$ cat src/rtl/bmu_iterative_unit.sv
// Multi-cycle bit-manipulation unit for the ops the single-cycle BMU defers:
// CLZ, CTZ, CPOP, CLMUL, CLMULH, CLMULR. Processes BITS_PER_CYCLE operand
// bits per RUN cycle and pulses done for one cycle when the result is ready.
//
// Ports:
//   clk        system clock, rising edge
//   rst        synchronous active-high reset
//   start      request, sampled only in IDLE
//   option     5-bit BMU operation encoding
//   BMU_in_X   operand rs1, captured when start is accepted
//   BMU_in_Y   operand rs2, captured when start is accepted (CLMUL* only)
//   busy       high while RUN or DONE
//   done       one-cycle result-valid pulse
//   BMU_out_S  result, held until the next accepted op completes
module bmu_iterative_unit #(
  parameter int unsigned BITS_PER_CYCLE = 1
) (
  input  logic        clk,
  input  logic        rst,
  input  logic        start,
  input  logic [4:0]  option,
  input  logic [31:0] BMU_in_X,
  input  logic [31:0] BMU_in_Y,
  output logic        busy,
  output logic        done,
  output logic [31:0] BMU_out_S
);

  localparam int unsigned ITER = 32 / BITS_PER_CYCLE;
  localparam int unsigned CW   = 6;

  localparam logic [4:0] OP_CLMUL  = 5'b00001;
  localparam logic [4:0] OP_CLMULH = 5'b00010;
  localparam logic [4:0] OP_CLMULR = 5'b00011;
  localparam logic [4:0] OP_CLZ    = 5'b00100;
  localparam logic [4:0] OP_CPOP   = 5'b00101;
  localparam logic [4:0] OP_CTZ    = 5'b00110;

  typedef enum logic [1:0] {
    S_IDLE = 2'd0,
    S_RUN  = 2'd1,
    S_DONE = 2'd2
  } state_t;

  state_t          r_state;
  logic [4:0]      r_op;
  logic [63:0]     r_xs;     // X pre-shifted to the current Y bit position
  logic [31:0]     r_y;      // remaining Y bits, LSB = next bit to process
  logic [31:0]     r_xw;     // scan word for counts, LSB = next bit to examine
  logic [63:0]     r_prod;
  logic [CW-1:0]   r_acc;
  logic            r_found;
  logic [CW-1:0]   r_cnt;

  logic [63:0]     w_prod;
  logic [CW-1:0]   w_acc;
  logic            w_found;
  logic [31:0]     w_x_rev;
  logic [31:0]     w_result;
  logic            w_legal;
  logic            w_last;
  logic            w_is_cpop;

  // Bit-reverse X so CLZ can reuse the LSB-first trailing-zero scan
  always_comb begin
    w_x_rev = '0;
    for (int k = 0; k < 32; k++) begin
      w_x_rev[k] = BMU_in_X[31-k];
    end
  end

  // Legal-option decode on the incoming request
  always_comb begin
    w_legal = 1'b0;
    case (option)
      OP_CLMUL, OP_CLMULH, OP_CLMULR,
      OP_CLZ, OP_CPOP, OP_CTZ: w_legal = 1'b1;
      default:                 w_legal = 1'b0;
    endcase
  end

  // One iteration: fold in BITS_PER_CYCLE product terms and scan bits
  always_comb begin
    w_prod    = r_prod;
    w_acc     = r_acc;
    w_found   = r_found;
    w_is_cpop = (r_op == OP_CPOP);
    for (int j = 0; j < int'(BITS_PER_CYCLE); j++) begin
      if (r_y[j]) begin
        w_prod = w_prod ^ (r_xs << j);
      end
      if (w_is_cpop) begin
        if (r_xw[j]) begin
          w_acc = w_acc + CW'(1);
        end
      end else if (!w_found) begin
        // first one bit freezes the zero count
        if (r_xw[j]) begin
          w_found = 1'b1;
        end else begin
          w_acc = w_acc + CW'(1);
        end
      end
    end
  end

  // Result select from the values produced by the final iteration
  always_comb begin
    w_result = '0;
    case (r_op)
      OP_CLMUL:  w_result = w_prod[31:0];
      OP_CLMULH: w_result = w_prod[63:32];
      OP_CLMULR: w_result = w_prod[62:31];
      default:   w_result = {26'd0, w_acc};
    endcase
  end

  assign w_last = (r_cnt == CW'(ITER - 1));

  // Control FSM with datapath registers and registered outputs
  always_ff @(posedge clk) begin
    if (rst) begin
      r_state   <= S_IDLE;
      r_op      <= '0;
      r_xs      <= '0;
      r_y       <= '0;
      r_xw      <= '0;
      r_prod    <= '0;
      r_acc     <= '0;
      r_found   <= 1'b0;
      r_cnt     <= '0;
      busy      <= 1'b0;
      done      <= 1'b0;
      BMU_out_S <= '0;
    end else begin
      case (r_state)
        S_IDLE: begin
          done <= 1'b0;
          if (start) begin
            busy <= 1'b1;
            if (w_legal) begin
              r_op    <= option;
              r_xs    <= {32'd0, BMU_in_X};
              r_y     <= BMU_in_Y;
              r_xw    <= (option == OP_CLZ) ? w_x_rev : BMU_in_X;
              r_prod  <= '0;
              r_acc   <= '0;
              r_found <= 1'b0;
              r_cnt   <= '0;
              r_state <= S_RUN;
            end else begin
              // unsupported op: skip RUN and return zero
              BMU_out_S <= '0;
              done      <= 1'b1;
              r_state   <= S_DONE;
            end
          end
        end
        S_RUN: begin
          r_prod  <= w_prod;
          r_acc   <= w_acc;
          r_found <= w_found;
          r_xs    <= r_xs << BITS_PER_CYCLE;
          r_y     <= r_y >> BITS_PER_CYCLE;
          r_xw    <= r_xw >> BITS_PER_CYCLE;
          r_cnt   <= r_cnt + CW'(1);
          if (w_last) begin
            BMU_out_S <= w_result;
            done      <= 1'b1;
            r_state   <= S_DONE;
          end
        end
        S_DONE: begin
          done    <= 1'b0;
          busy    <= 1'b0;
          r_state <= S_IDLE;
        end
        default: begin
          done    <= 1'b0;
          busy    <= 1'b0;
          r_state <= S_IDLE;
        end
      endcase
    end
  end

endmodule

$ cat config.mk
export PLATFORM = sky130hd
export DESIGN_NAME = bmu_iterative_unit
export DESIGN_NICKNAME = d
export VERILOG_FILES = /design/src/rtl/bmu_iterative_unit.sv
export SDC_FILE = /design/constraint.sdc
export NUM_CORES = 1
export LEC_CHECK = 0
export CAP_MARGIN = 10
export CELL_PAD_IN_SITES_DETAIL_PLACEMENT = 1
export CELL_PAD_IN_SITES_GLOBAL_PLACEMENT = 1
export CORE_ASPECT_RATIO = 2
export CORE_MARGIN = 8
export CORE_UTILIZATION = 40
export DETAILED_ROUTE_END_ITERATION = 12
export MAX_ROUTING_LAYER = met4
export PLACE_DENSITY = 0.72
export SYNTH_ARGS = -nofsm -noshare
export SYNTH_HDL_FRONTEND = slang
export SYNTH_SLANG_ARGS = --single-unit
export TNS_END_PERCENT = 5
$ cat constraint.sdc
create_clock -name clk -period 1.7 [get_ports clk]
set_input_delay 0.34 -clock clk [delete_from_list [all_inputs] [get_ports clk]]
set_output_delay 0.34 -clock clk [all_outputs]
set_load 0.01 [all_outputs]
; ---- Yosys cells after proc, flatten, opt, wreduce, memory -nomap -nowiden
; Cells that the tools add are included.
[op_classes]
n_addsub = 2
n_reduce_logical = 9
eq_ne = 17
n_lt_le_gt_ge = 0
shifts = 0
bitwise = 2
mux = 44
n_div = 0
multipliers = 0
[op_table]
columns = operator, n
row1 = 64-bit two-way mux, 5
row2 = 32-bit two-way mux, 8
row3 = 64-bit one-hot mux with 2 select lines, 2
row4 = 32-bit one-hot mux with 2 select lines, 3
row5 = 32-bit one-hot mux with 3 select lines, 1
row6 = 64-bit bitwise XOR, 1
row7 = 6-bit two-way mux, 6
row8 = 6-bit one-hot mux with 2 select lines, 2
row9 = 5-bit by 2-bit == test with 1-bit output (second input constant), 4
row10 = 5-bit by 3-bit == test with 1-bit output (second input constant), 4
row11 = 6-bit by 1-bit adder with 6-bit output (second input constant), 2
row12 = 5-bit by 1-bit == test with 1-bit output (second input constant), 2
row13 = 1-bit two-way mux, 10
row14 = 2-bit inequality test (second input constant), 5
row15 = 4-bit AND reduction, 2
row16 = 6-bit by 5-bit == test with 1-bit output (second input constant), 1
row17 = 2-bit two-way mux, 3
row18 = 1-bit one-hot mux with 2 select lines, 3
row19 = 3-bit AND reduction, 2
row20 = 6-bit OR reduction, 1
row21 = 2-bit one-hot mux with 2 select lines, 1
row22 = 2-bit AND reduction, 2
row23 = 2-bit by 1-bit == test with 1-bit output (second input constant), 1
row24 = 2-bit zero test, 1
row25 = other kinds (2), 2
[totals]
n_memories = 0
elab_cells = 86
ramBits = 0
mem_bits_ro = 0
regBits = 246
latch_bits = 0
output_inout_bits = 34
input_bits = 72

; ---- Depth between registers and ports, before layout
; Gate-level depths: netlist of run 1.
[logic_depth]
word_depth = 7
mapped_depth = 7
depth_no_buf = 6

; ---- Worst setup path before layout of run 1
; OpenSTA, ideal clock, no wires.
[synth_timing]
path_kind = register to register
start = register r_cnt[0]
end = register BMU_out_S[10]
slack_ps = -54
required_ps = 1641
stages_incl_launch_ff = 7
setup_ps = 59
path_buffers = 1
arrival_ps = 1696
synth_period_minus_slack_ps = 1754
cell_sequence = dfxtp_1 > ha_1 > and3_1 > and2_1 > a221oi_2 > clkbuf_1 > a22o_1
[synth_between]
elab_chain_len = 3
[synth_lines]
columns = item, line
row1 = from (decl), 53  ; logic [CW-1:0] r_cnt;
row2 = from (signal assigned), 166  ; r_cnt <= r_cnt + CW'(1);
row3 = 6-bit by 5-bit == test with 1-bit output, 118  ; assign w_last = (r_cnt == CW'(ITER - 1));
row4 = 2-bit inequality test (no source line), --
row5 = 4-bit AND reduction (no source line), --
row6 = to (signal assigned), 168  ; BMU_out_S <= w_result;
row7 = to (decl), 26  ; output logic [31:0] BMU_out_S
; Every way passes these cells.
; A chain may end at the register's enable or synchronous reset.

; ---- Worst setup path after layout of run 1
[layout_timing]
start = register r_op[2]
end = register BMU_out_S[1]
[layout_between]
elab_chain_len = 5
word_cells_on_any_way = 8
classes_between = eq/ne (4) / mux (4)
[layout_lines]
columns = item, line
row1 = from (decl), 46  ; logic [4:0] r_op;
row2 = from (signal assigned), 142  ; r_op <= option;
row3 = 5-bit by 3-bit == test with 1-bit output, 87  ; w_is_cpop = (r_op == OP_CPOP);
row4 = 6-bit two-way mux, 92  ; if (w_is_cpop) begin
row5 = 32-bit one-hot mux with 3 select lines *, 110  ; case (r_op)
row6 = 32-bit two-way mux *, 167  ; if (w_last) begin
row7 = 32-bit one-hot mux with 2 select lines *, 136  ; case (r_state)
; Mark *: on every way between the ends. The rest lies on a longest branch, timed or not. The select of a mux whose other input is x is not followed.

==> flow_summary.json, run 1 <==
{
  "status": "finished with violations",
  "violations": "negative setup slack",
  "path_max_fanout": 3,
  "min_path_cells": 2,
  "cts_tree": "built",
  "hp-start": "rst",
  "finalMaxSlewViolations": 0,
  "layout-drive-gt1-share_pct": 18.8,
  "grt_first_pass_wirelength_mm": 55.4,
  "rsz0062_at_grt": "true",
  "die_h_um": 254,
  "p_per_area_nw_per_um2": 832,
  "reg2reg_from": "r_op[2]",
  "min_to": "r_acc[3]",
  "finalPower_w": 0.0121,
  "fmax_mhz": 571,
  "worst_hold_slack_ns": 0.0815,
  "wl_mm": 35.9,
  "leakagePower_nw": 5.25,
  "io_pins": 106,
  "slew_headroom_pct": 70.4,
  "reg2reg_to": "BMU_out_S[1]",
  "cts-root-buf": "clkbuf_16",
  "ys_ff_latch": 246,
  "fin_ws_ns": -0.0518,
  "critical_path_class": "reg -> reg",
  "syn-instance-count": 1257,
  "period_share_pct": 103,
  "place_ws_ns": -0.553,
  "r2r_setup_slack_ns": -0.05,
  "grt_max_degree": 88,
  "drt_first_pass_iters": 7,
  "port_buffers": 105,
  "clk_pin_slew_ns": 0.06,
  "synth-edff-count": 0,
  "reg2reg_depth": 6,
  "critPathRequiredTime_ns": 2.12,
  "finalInstanceArea_um2": 14600,
  "fill_cells": 3200,
  "dp_hpwl_mm": 23.9,
  "htreeDepth": 1,
  "antenna_found_initial": 0,
  "synthesis.area_um2": 11400,
  "cp-start-kind": "register",
  "finalClockSkew_ns": 0.00785,
  "ys_types": 61,
  "tightest_slew_ns": 0.439,
  "cts_made_buffers": 23,
  "critPathLaunch": "r_op[2]",
  "vias_per_cell": 5.93,
  "ant_nets": 0,
  "avgSynthCellArea_um2": 9.04,
  "nets": 1456,
  "wl_per_cell_um": 20.5,
  "drc": 0,
  "peakVddDrop_mv": 0.737,
  "layout_commonest_cell": "dfxtp_1",
  "syn-num-nets": 1331,
  "rows": 87,
  "clock-sinks": 246,
  "yosysWarningCount": 0,
  "clk_latency_ns": 0.53,
  "dieWidth_um": 135,
  "grt_util_all_layers_pct": 20.0,
  "final.setup.tns_ns": -0.605,
  "die_area_um2": 34400,
  "grt-ovfl-total": 0,
  "hold_viol": 0,
  "synth_ff_type": "dfxtp_1",
  "hp-class": "in -> reg",
  "vias": 10400,
  "layout_common_cells": "240 x dfxtp_1, 145 x nor2_1, 132 x a21oi_1",
  "grt_pass1_vias": 10800,
  "cts_max_path_buffers": 3,
  "setup_viol": 26,
  "endpoint_kind": "register",
  "seq_area_frac_synth_pct": 43.3,
  "postCtsHoldBufs": 0,
  "synthArstFlopShare_pct": 0,
  "core_um2": 28100,
  "first_iter_violations": 868,
  "period_needed_ns": 1.75,
  "diodes": 0,
  "worstPathArrival_ns": 2.17,
  "syn_to_final_growth_pct": 28.2,
  "start_util_pct": 40.5,
  "gp_congestion": 0.829,
  "max_cap_violations": 0,
  "dpl_cell_area_um2": 13400
}
-- Yosys cell counts (2+ instances only) --
cell type  number  area [um2]
a21oi_1       135         676
a222oi_1       88         881
a22o_1         27         236
a22oi_1        40         300
a311oi_1        7        61.3
a31o_2          2        17.5
a31oi_1         2        12.5
and2_1          2        12.5
and3_1          2        12.5
buf_1           3        11.3
buf_2          34         170
buf_4           5        37.5
buf_6          15         169
clkbuf_1       58         218
clkbuf_2        3        15.0
dfxtp_1       246        4920
ha_1            2        25.0
inv_1           3        11.3
mux2_1          8        90.1
mux2_2         49         552
mux2i_1         5        50.1
nand2_1        86         323
nand2b_1        2        12.5
nand3_1         8        40.0
nand3_2         3        30.0
nand4_1         2        12.5
nor2_1        146         548
nor2b_1         3        18.8
nor3_1          7        35.0
nor3b_1         4        30.0
o211ai_1        4        30.0
o21ai_0        65         325
o21ai_1         3        15.0
o221ai_1        2        17.5
o22ai_1        29         181
or3_1          62         388
xnor2_1        11        96.3
xor2_1         61         534
-- how the worst max path moves through the flow --
stage	end	cells after the start
after detailed placement	r_y[0]	7
after CTS	BMU_out_S[0]	6
final	BMU_out_S[1]	6
after global routing	BMU_out_S[4]	6
after floorplan	BMU_out_S[2]	7
after global placement	r_y[4]	7
-- repair_timing --
item                                   CTS  global route
gates cloned                             0             4
setup endpoints to repair               69           111
endpoints found under the hold margin    0             0
gates resized for setup                 57            48
buffers inserted                         0             7
pin swaps                                2             8
-- kinds of logic after synthesis --
family | Yosys count | synth area share (%)
simple gates | 337 | 13.9
mux | 62 | 6.09
buf+inv | 123 | 5.72
compound gates | 415 | 25.2
fa+ha+maj | 2 | 0.220
xor+xnor | 72 | 5.55
flops | 246 | 43.3
-- sequential cells by signal, indices dropped and copies added (netlist names) --
name / cells
r_state: 2
done: 1
r_prod: 64
r_op: 5
r_found: 1
busy: 1
r_y: 32
r_cnt: 6
r_xw: 32
r_acc: 6
r_xs: 64
BMU_out_S: 32
-- power by group --
| part | leakage (nW) | internal [W] | switching (W) |
|---|---|---|---|
| sequential | 1.99 | 0.00585 | 0.0000751 |
| combinational | 2.91 | 0.000577 | 0.000653 |
| clock | 0.348 | 0.00273 | 0.00223 |
| total | 5.25 | 0.00916 | 0.00296 |
-- worst max-delay path: stages (launching register included) --
cell and delay [ns]:
dfxtp_2 0.32, or4b_4 0.54, or2_4 0.29, buf_6 0.14, o2bb2ai_4 0.11, nor3_1 0.06, a22o_1 0.18
-- area by class of cell --
type / count / area (um2) / share of cell area (%)
sequential: 246 / 4940 / 33.9
multi-input combinational: 888 / 6130 / 42.1
clock buffer: 33 / 673 / 4.62
clock inverter: 4 / 23.8 / 0.163
tap: 356 / 445 / 3.06
timing repair buffer: 219 / 2340 / 16.1
inverter: 4 / 15.0 / 0.103
-- through the flow --
stage,util (%),std cells
final,51.9,1750
after global routing,51.9,1750
after CTS,50.4,1740
after detailed placement,47.6,1703
after global placement,47.6,1703
after floorplan,-,1257
-- metal layers --
layer	vias up	GRT usage [%]	part of all wire (%)	wire length, um
li1	4940	-	-	-
met1	5172	20.7	38	13800
met2	188	37.2	54	19500
met3	70	2.52	3.6	1280
met4	0	7.95	3.7	1310
met5	-	-	0	0
Note: power is estimated with default switching activity, not from simulation.
==> inputs of run 2 (changes only) <==
SETUP_SLACK_MARGIN = 0.2   (was default)
clock period = 1.4 ns   (was 1.7 ns; I/O delays follow)
==> run 2 against run 1 <==
The flow still finishes with violations (negative setup slack). First-iteration DRC count decreased by 6.3%. Critical endpoint is now BMU_out_S[9]. Via count increased by 6.4%. Register-to-register slack got worse by 0.34 ns. Sequential power increased by 21%. Worst hold slack improved by 0.061 ns. Design area increased by 8.7%. Sequential share of layout area decreased by 2.6 points. Combinational power increased by 35%. Non-clock buffer count increased by 118.
==> flow_summary.json, run 2 (synthesis results as in run 1) <==
{
  "finalMaxSlewViolations": 0,
  "grt_max_degree": 75,
  "nets": 1575,
  "max_cap_violations": 0,
  "fmax_mhz": 558,
  "leakagePower_nw": 5.92,
  "drc": 0,
  "place_ws_ns": -0.808,
  "layout_commonest_cell": "dfxtp_1",
  "dp_hpwl_mm": 25.5,
  "grt-ovfl-total": 0,
  "path_max_fanout": 8,
  "setup_viol": 233,
  "peakVddDrop_mv": 0.919,
  "path_buf_inv": 3,
  "rsz0062_at_grt": "true",
  "utilization_pct": 56.4,
  "violations": "negative setup slack",
  "cp_slowest_cell": "dfxtp_4",
  "p_per_area_nw_per_um2": 983,
  "cts_made_buffers": 24,
  "crit_top_cell": "buf_12",
  "rows": 87,
  "syn_to_final_growth_pct": 39.3,
  "core_um2": 28100,
  "period_needed_ns": 1.79,
  "cp-start-kind": "register",
  "cts-root-buf": "clkbuf_16",
  "cts_max_path_buffers": 3,
  "drt_first_pass_iters": 7,
  "vias_per_cell": 5.89,
  "period_share_pct": 128,
  "largest_registers": "r_prod (64), r_xs (64)",
  "wl_mm": 38.7,
  "critical_path_class": "reg -> reg",
  "vias": 11000,
  "fin_ws_ns": -0.392,
  "layout_common_cells": "228 x dfxtp_1, 179 x buf_4, 144 x nor2_1",
  "antenna_found_initial": 0,
  "fin_cells": 1874,
  "grt_pass1_vias": 11800,
  "grt_first_pass_wirelength_mm": 61.3,
  "htreeDepth": 1,
  "grt_util_all_layers_pct": 22.2,
  "port_buffers": 105,
  "hold_viol": 0,
  "diodes": 0,
  "clock-sinks": 246,
  "cts_tree": "built",
  "finalInstanceArea_um2": 15800,
  "hp-class": "in -> reg",
  "die_area_um2": 34400,
  "ant_nets": 0,
  "start_util_pct": 40.5,
  "critPathRequiredTime_ns": 1.82,
  "dpl_cell_area_um2": 14200,
  "tightest_slew_ns": 0.514,
  "first_iter_violations": 813,
  "gp_congestion": 0.817,
  "critical_path.top_delay_family": "flip-flops",
  "crit_chain": "buf_6 -> buf_12 -> buf_12 -> nand2_1 -> xor2_1 -> mux2_2 -> o22ai_1 -> a22o_1",
  "dp.cells": 1802,
  "cp_slowest_stage_delay_ns": 0.49,
  "final.setup.tns_ns": -31.18,
  "status": "finished with violations",
  "die_h_um": 254,
  "dieWidth_um": 135,
  "worstPathArrival_ns": 2.22,
  "clk_pin_slew_ns": 0.06,
  "wl_per_cell_um": 20.6,
  "clk_latency_ns": 0.53,
  "finalClockSkew_ns": 0.00777,
  "io_pins": 106,
  "endpoint_kind": "register",
  "slew_headroom_pct": 65.7,
  "layout-drive-gt1-share_pct": 31.2,
  "postCtsHoldBufs": 0
}
==> run 2: changes by cell type in the layout (fill, tap and decap cells not counted), sizes merged <==
cell / previous run / this run
buf: 112 / 262
dlygate4sd2: 34 / 3
clkbuf: 36 / 40
bufinv: 0 / 2
clkdlybuf4s50: 68 / 66
clkinv: 3 / 5
bufbuf: 0 / 1
dlymetal6s2s: 2 / 1
inv: 5 / 4
==> run 2: timing repair <==
action                                  in CTS  in global routing
endpoints found under the setup margin     279                279
gates cloned                                 1                  4
endpoints found under the hold margin        0                  0
buffers inserted                            15                  9
pin swaps                                   41                 30
resized for setup                          237                 76
==> run 2: report_power, final <==
| group | total, W | internal [W] | switching, W |
|---|---|---|---|
| clock network | 0.00673 | 0.00385 | 0.00287 |
| registers | 0.00718 | 0.00710 | 0.0000811 |
| logic | 0.00166 | 0.000805 | 0.000857 |
==> run 2: area by class of cell <==
type	count	area, um2
multi-input combinational	888	6380
inverter	4	15.0
fill	3182	12200
tap	356	445
timing repair buffer	337	3260
clock inverter	7	85.1
sequential	246	4950
clock buffer	36	707
==> run 2: worst reg2reg max path, delay by kind of cell, from the launching register on <==
kind | cells | cell delay [ns]
multiplexers | 1 | 0.19
flip-flops | 1 | 0.49
XOR/XNOR | 1 | 0.22
AND/OR/NAND/NOR | 1 | 0.08
buffers and inverters | 3 | 0.41
AO/OA/AOI/OAI | 2 | 0.29
==> run 2: final timing paths <==
kind | start | endpoint | slack, ns | depth (start not counted)
setup / recovery | r_y[0] | BMU_out_S[9] | -0.39 | 8
hold / removal | start | done | 0.14 | 3
setup reg to reg | r_y[0] | BMU_out_S[9] | -0.39 | 8
hold reg to reg | BMU_out_S[18] | BMU_out_S[18] | 0.48 | 1
==> run 2: layer usage <==
layer	global-route usage, %	up-vias	wire, um
met4	7.91	0	1020
li1	-	5171	-
met5	-	-	0
met3	2.33	55	1210
met1	23.0	5596	14700
met2	41.9	215	21800
==> run 2: stage by stage <==
stage / hold WS, ns / power (W)
2_1_floorplan: 0.427 / 0.00807
3_3_place_gp: 0.458 / 0.00883
3_5_place_dp: 0.468 / 0.00887
4_1_cts: 0.173 / 0.0156
5_1_grt: 0.169 / 0.0161
6_report: 0.142 / 0.0156
